[src/rtl/popcount_frame_sequencer.sv]
// Frame-wide ones/zeros counter that walks a latched frame one WIDTH-bit slice per clock,
// with valid/ready handshakes toward the producer and the consumer.
module popcount_frame_sequencer #(
  parameter int WIDTH  = 8,
  parameter int CHUNKS = 4,
  localparam int FW    = WIDTH * CHUNKS,
  localparam int CW    = $clog2(WIDTH * CHUNKS) + 1
) (
  input  logic          clk,
  input  logic          rst,
  input  logic          in_valid,
  output logic          in_ready,
  input  logic [FW-1:0] in_data,
  output logic          out_valid,
  input  logic          out_ready,
  output logic [CW-1:0] ones_total,
  output logic [CW-1:0] zeros_total,
  output logic          busy
);

  localparam int IW = (CHUNKS > 1) ? $clog2(CHUNKS) : 1;
  localparam logic [IW-1:0] LAST_IDX = IW'(CHUNKS - 1);

  typedef enum logic [1:0] {
    S_IDLE = 2'd0,
    S_RUN  = 2'd1,
    S_DONE = 2'd2
  } state_t;

  state_t r_state;
  state_t w_state_nxt;

  logic [FW-1:0]    r_frame;
  logic [IW-1:0]    r_idx;
  logic [CW-1:0]    r_ones_acc;
  logic [CW-1:0]    r_zeros_acc;
  logic [CW-1:0]    r_ones_total;
  logic [CW-1:0]    r_zeros_total;

  logic [WIDTH-1:0] w_slice;
  logic [CW-1:0]    w_slice_ones;
  logic [CW-1:0]    w_slice_zeros;
  logic [CW-1:0]    w_ones_sum;
  logic [CW-1:0]    w_zeros_sum;
  logic             w_accept;
  logic             w_release;
  logic             w_last;

  function automatic logic [CW-1:0] slice_ones(input logic [WIDTH-1:0] v);
    logic [CW-1:0] cnt;
    cnt = '0;
    for (int i = 0; i < WIDTH; i++) begin
      cnt = cnt + {{(CW-1){1'b0}}, v[i]};
    end
    return cnt;
  endfunction

  function automatic logic [CW-1:0] slice_zeros(input logic [CW-1:0] ones);
    return CW'(WIDTH) - ones;
  endfunction

  assign w_slice       = r_frame[int'(r_idx) * WIDTH +: WIDTH];
  assign w_slice_ones  = slice_ones(w_slice);
  assign w_slice_zeros = slice_zeros(w_slice_ones);
  assign w_ones_sum    = r_ones_acc + w_slice_ones;
  assign w_zeros_sum   = r_zeros_acc + w_slice_zeros;

  assign w_accept  = in_valid && (r_state == S_IDLE);
  assign w_release = out_ready && (r_state == S_DONE);
  assign w_last    = (r_idx == LAST_IDX);

  always_ff @(posedge clk or posedge rst) begin
    if (rst) begin
      r_state <= S_IDLE;
    end else begin
      r_state <= w_state_nxt;
    end
  end

  always_comb begin
    w_state_nxt = r_state;
    case (r_state)
      S_IDLE:  if (w_accept)  w_state_nxt = S_RUN;
      S_RUN:   if (w_last)    w_state_nxt = S_DONE;
      S_DONE:  if (w_release) w_state_nxt = S_IDLE;
      default: w_state_nxt = S_IDLE;
    endcase
  end

  // Totals are only loaded on the final slice, so a reset mid-frame never exposes a partial sum.
  always_ff @(posedge clk or posedge rst) begin
    if (rst) begin
      r_frame       <= '0;
      r_idx         <= '0;
      r_ones_acc    <= '0;
      r_zeros_acc   <= '0;
      r_ones_total  <= '0;
      r_zeros_total <= '0;
    end else begin
      case (r_state)
        S_IDLE: begin
          if (w_accept) begin
            r_frame     <= in_data;
            r_idx       <= '0;
            r_ones_acc  <= '0;
            r_zeros_acc <= '0;
          end
        end
        S_RUN: begin
          r_ones_acc  <= w_ones_sum;
          r_zeros_acc <= w_zeros_sum;
          if (w_last) begin
            r_idx         <= '0;
            r_ones_total  <= w_ones_sum;
            r_zeros_total <= w_zeros_sum;
          end else begin
            r_idx <= r_idx + 1'b1;
          end
        end
        default: ;
      endcase
    end
  end

  assign in_ready    = (r_state == S_IDLE);
  assign out_valid   = (r_state == S_DONE);
  assign busy        = (r_state != S_IDLE);
  assign ones_total  = r_ones_total;
  assign zeros_total = r_zeros_total;

endmodule

[config.mk]
export PLATFORM = sky130hd
export DESIGN_NAME = popcount_frame_sequencer
export DESIGN_NICKNAME = d
export VERILOG_FILES = /design/src/rtl/popcount_frame_sequencer.sv
export SDC_FILE = /design/constraint.sdc
export NUM_CORES = 1
export LEC_CHECK = 0
export CAP_MARGIN = 20
export CORE_MARGIN = 2
export CORE_UTILIZATION = 57
export CTS_CLUSTER_DIAMETER = 30
export DETAILED_ROUTE_END_ITERATION = 8
export MAX_ROUTING_LAYER = met4
export PLACE_DENSITY = 0.85
export SETUP_SLACK_MARGIN = 0.4
export SLEW_MARGIN = 20
export SYNTH_ARGS = -nofsm -noshare
export SYNTH_HDL_FRONTEND = slang
export SYNTH_SLANG_ARGS = --single-unit
[constraint.sdc]
create_clock -name clk -period 11.8 [get_ports clk]
set_input_delay 2.95 -clock clk [delete_from_list [all_inputs] [get_ports clk]]
set_output_delay 2.95 -clock clk [all_outputs]
set_load 0.02 [all_outputs]
# Word-level counts from Yosys, hierarchy flattened
# Index checks and enable logic that the tools add are counted.
# word_totals
output_inout_bits,15
register_bits,60
in_bits,36
# op_classes
shifts,1
n_reduce_logical,9
n_addsub,11
eq_ne,6
n_mux,10
# op_table
operator,n
indexed part select 32 x 6 -> 8 bit,1
one-hot mux 6 bit (2 select lines),2
adder 6 x 1 -> 6 bit,2
adder 6 bit,2
two-way mux 2 bit,5
adder 5 x 1 -> 6 bit,1
two-way mux 6 bit,1
one-hot mux 2 bit (3 select lines),1
AND reduction 2 bit,3
"subtractor 4 x 6 -> 6 bit, first input constant",1
adder 4 x 1 -> 5 bit,1
adder 3 x 1 -> 4 bit,1
"== test 2 bit, second input constant",2
"inequality test 2 x 1 -> 1 bit, second input constant",2
one-hot mux 2 bit (2 select lines),1
nonzero test 2 bit,2
adder 2 x 1 -> 3 bit,1
AND reduction 3 bit,1
adder 1 x 1 -> 2 bit,1
"adder 2 x 1 -> 2 bit, second input constant",1
"== test 2 x 1 -> 1 bit, second input constant",1
logical AND 1 bit,2
zero test 2 bit,1
"inequality test 2 bit, second input constant",1

# Depth between registers and ports, before layout
# depth
depth_word,11
ltp_mapped,18
ltp_nobuf,17

# Worst setup path before layout
# No wires, ideal clock.
# synth_path
kind,flip-flop to flip-flop
from,register r_idx[1]
to,register r_zeros_acc[5]
setup_time_ps,87
arrival_ps,4785
stages_incl_launch_ff,18
setup_slack_ps,6929
path_cell_list,dfrtp_1 buf_2 mux4_2 inv_1 fa_1 inv_1 fa_1 fa_1 ha_1 inv_1 fa_1 ha_1 ha_1 fa_1 nand3_1 a21oi_1 or2_2 o211ai_1
# synth_via
elab_chain_len,11
# synth_lines
item,line,source
from (decl),34,logic [IW-1:0] r_idx;
from (signal assigned),117,r_idx <= r_idx + 1'b1;
indexed part select 32 x 6 -> 8 bit (*),62,assign w_slice = r_frame[int'(r_idx) * WIDTH +: WIDTH];
adder 1 x 1 -> 2 bit,53,"cnt = cnt + {{(CW-1){1'b0}}, v[i]};"
adder 2 x 1 -> 3 bit,53,
adder 3 x 1 -> 4 bit,53,
adder 4 x 1 -> 5 bit,53,
adder 5 x 1 -> 6 bit,53,
adder 6 x 1 -> 6 bit,53,
adder 6 x 1 -> 6 bit (*),53,
subtractor 4 x 6 -> 6 bit (*),59,return CW'(WIDTH) - ones;
adder 6 bit (*),66,assign w_zeros_sum = r_zeros_acc + w_slice_zeros;
one-hot mux 6 bit (2 select lines) (*),100,case (r_state)
to (signal assigned),111,r_zeros_acc <= w_zeros_sum;
to (decl),36,logic [CW-1:0] r_zeros_acc;
# Mark *: on every way between the ends. The rest lies on a longest branch, timed or not.
# A chain may end at the register's enable or synchronous reset.

# Final worst setup path
# Ends and elaborated chain as after synthesis.

==> summary.md <==
| Metric | Value |
|---|---|
| Fin worst setup slack | `roughly 6.5 ns` |
| Headroom to the max-slew limit | `50.7%` |
| Via Count | `slightly above 2000` |
| Clk sinks | `60` |
| XOR/XNOR Fraction of Synth Area | `2.42%` |
| Tcrit/Tclk final | `45.1%` |
| Vias in the first global route | `2188` |
| Final core occ | `74.3%` |
| Worst-Skew Late Latency | `0.34 ns` |
| CP required | `12.05 ns` |
| Worst Tran Pin Value | `0.740 ns` |
| DR iter-0 viols | `120` |
| Largest stage delay on the critical path | `0.64 ns` |
| Total gr overflow | `0` |
| # fillers | `roughly 350` |
| Most common cell in the synthesized netlist | `dfrtp_1` |
| Die Width | `77.7 µm` |
| FFs w/ async S/R, synth | `100%` |
| Top cells by area, synth | `dfrtp_1 48%, mux2_2 12%, ha_1 6.5%` |
| Vias per cell | `5.51` |
| Synth-to-layout area growth | `24.1%` |
| Initial Util | `roughly three fifths` |
| CP arrival | `5.56 ns` |
| CP endpoint kind | `flop` |
| Final HPWL DP | `4210 µm` |
| Fin. Hold Viols | `0` |
| Post-synth top area share | `around half` |
| Die height | `77.7 µm` |
| Setup Skew | `0.00912 ns` |
| Unrepaired setup endpoints after global routing | `no` |
| Core ar. | `5170 µm²` |
| Total track usage | `~22%` |
| Min cycle time layout | `5.32 ns` |
| DRT Wirelength | `5930 µm` |
| Place WS | `6.52 ns` |
| Buffers & Inverters on Critical Path | `3` |
| Post-synth top flop | `dfrtp_1` |
| Cts repair resizes | `0` |
| Largest net degree at the start of global routing | `61` |
| Synth Instances | `249` |
| FP Rows | `26` |
| F_max | `about 190 MHz` |
| Synth Area per Inst | `roughly 12 µm²` |
| Synthesized area | `3100 µm²` |
| Post-Layout Inst Area | `3840 µm²` |
| Max FO, Critical Path | `10` |
| CTS clk-pin slew, worst paths | `0.07 ns` |
| Clock root buffer | `clkbuf_8` |
| M2 GR Usage | `37.7%` |
| Postcts setup bufs | `0` |
| DRC | `0` |
| Die area | `between 6000 and 7000 µm²` |
| Setup total negative slack | `0 ns` |
| I/O pin count | `51` |
| Most frequent cells after synthesis | `60 x dfrtp_1, 34 x mux2_2, 26 x nand2_1, 22 x inv_1` |
| Diode count | `0` |
| Startpoint types | `flop` |
| H-tree depth | `3` |
| Initial antenna violation count | `0` |
| Run status | `finished, final reports clean` |
| Pre-antenna DRT Iters | `4` |
| Post-cts hold buffer count | `0` |
| Main combinational cell family by area after synthesis | `multiplexers` |
| Number of synthesis warnings | `0` |
| Synthesized Nets | `~310` |
| Area leader, netlist | `dfrtp_1` |
| Simple-Gate Fraction of Synth Area | `around 7.0%` |
| Cell mode on critical path | `fa_1` |
| Post-synthesis mux area share | `19.0%` |
| CP Class | `reg -> reg` |
| Global-route wire length before repair | `roughly 9900 µm` |
| Max Transition Viols Final | `0` |
| Final setup vio count | `0` |
| Synth Area in Compound Gates | `7.75%` |
| Post-synthesis adder-cell area fraction | `roughly a tenth` |
| CP Cell Sequence | `mux4_2 > inv_1 > fa_1 > inv_1 > fa_1 > fa_1 > ha_1 > inv_1 > fa_1 > ha_1 > ha_1 > fa_1 > nand3_1 > a21oi_1 > or2_2 > o211ai_1` |
| Critical-path top delay cell | `dfrtp_1` |
| CTS tree | `yes` |
| Max-Cap Viols | `0` |
| Routed Antenna Nets | `0` |
| Sequential area share after synthesis | `between 40% and 50%` |
| Synth Register Bits | `60` |
| GR peak layer | `met2` |
| GR Layer Usage met1 | `25.6%` |
| Grt met3 use | `5.58%` |
| Final net count | `359` |
| Worst hold-check path type | `reg -> reg` |
| Synth unique cells | `39` |
| Fraction of layout cells with a size suffix above 1 | `roughly a fifth` |
| Routed wire per std cell | `15.8 µm` |
| I/O Buffers | `50` |
| CTS max path bufs | `2` |
| RD Place Congestion | `roughly 0.84` |
| Number of synthesized flops with an enable pin | `0` |
| DP Area | `3630 µm²` |
| Delay-heaviest family, CP | `adder cells` |
| TritonCTS buffer count | `9` |
final timing paths:
check	from	end	slack [ns]	cells past startpoint
setup reg to reg	r_idx[1]	r_zeros_acc[5]	6.48	16
max in group asynchronous	rst	r_state[0]	8.17	3
setup / recovery	r_idx[1]	r_zeros_acc[5]	6.48	16
hold / removal	zeros_total[3]	zeros_total[3]	0.48	2
hold reg to reg	zeros_total[3]	zeros_total[3]	0.48	2
min in group asynchronous	rst	r_frame[9]	3.13	3
stage by stage:
| step | cells | hold slack (ns) |
|---|---|---|
| CTS | 376 | 0.494 |
| detailed placement | 360 | 0.479 |
| global route | 376 | 0.498 |
| floorplan | 249 | 0.475 |
| global placement | 360 | 0.462 |
| finish | 376 | 0.485 |
flip-flops by register name (all words and copies together) (netlist names):
signal and flops:
r_ones_acc 6, ones_total 6, r_zeros_acc 6, r_frame 32, r_state 2, r_idx 2, zeros_total 6
kinds of logic after synthesis:
kind of cell,count (synthesis)
DFF,60
muxes,44
AOI/OAI and AO/OA,40
buffers and inverters,33
adders and majority gates,22
and+or+nand+nor,43
xor gates and xnor gates,7
final cells by class:
class	instances	area [µm²]	area share, %
sequential	60	1500	39.0
inverter	22	82.6	2.15
tap	70	87.6	2.28
timing repair buffer	52	515	13.4
clock buffer	12	145	3.77
multi-input combinational	156	1440	37.5
clock inverter	4	72.6	1.89
layout by cell type, fill, tap and decap left out, types with 2 or more instances in the layout:
cell type	netlist	routed
buf_4	3	2
nand2_1	26	26
and3_1	2	2
a21o_1	4	4
o21bai_1	2	2
inv_1	22	21
o21ai_0	16	16
ha_1	16	16
fa_1	6	6
o22ai_1	6	6
nor2b_1	2	2
mux2_2	34	34
xnor2_1	3	3
clkbuf_8	0	10
nor2_1	3	3
dfrtp_1	60	60
clkbuf_1	0	2
a21oi_1	5	5
o31ai_1	2	2
xor2_1	3	3
bufinv_16	0	2
mux4_2	8	8
clkdlybuf4s50_1	0	50
metal layers:
layer  part of all wire, %  vias to the layer above
li1                      -                      967
met1                    42                     1030
met2                    52                       60
met3                   4.1                       14
met4                   1.8                        0
met5                     0                        -
worst reg2reg max path, cell delays in order (launching register included):
cell and delay (ns):
dfrtp_1 0.64, mux4_2 0.57, inv_1 0.09, fa_1 0.41, inv_1 0.09, fa_1 0.42
fa_1 0.58, ha_1 0.20, inv_1 0.06, fa_1 0.56, ha_1 0.26, ha_1 0.24
fa_1 0.42, nand3_1 0.13, a21oi_1 0.08, or2_2 0.29, o211ai_1 0.19
Power is not shown: default switching activity piles up to over one toggle a cycle in this logic, so the estimate is an artifact.
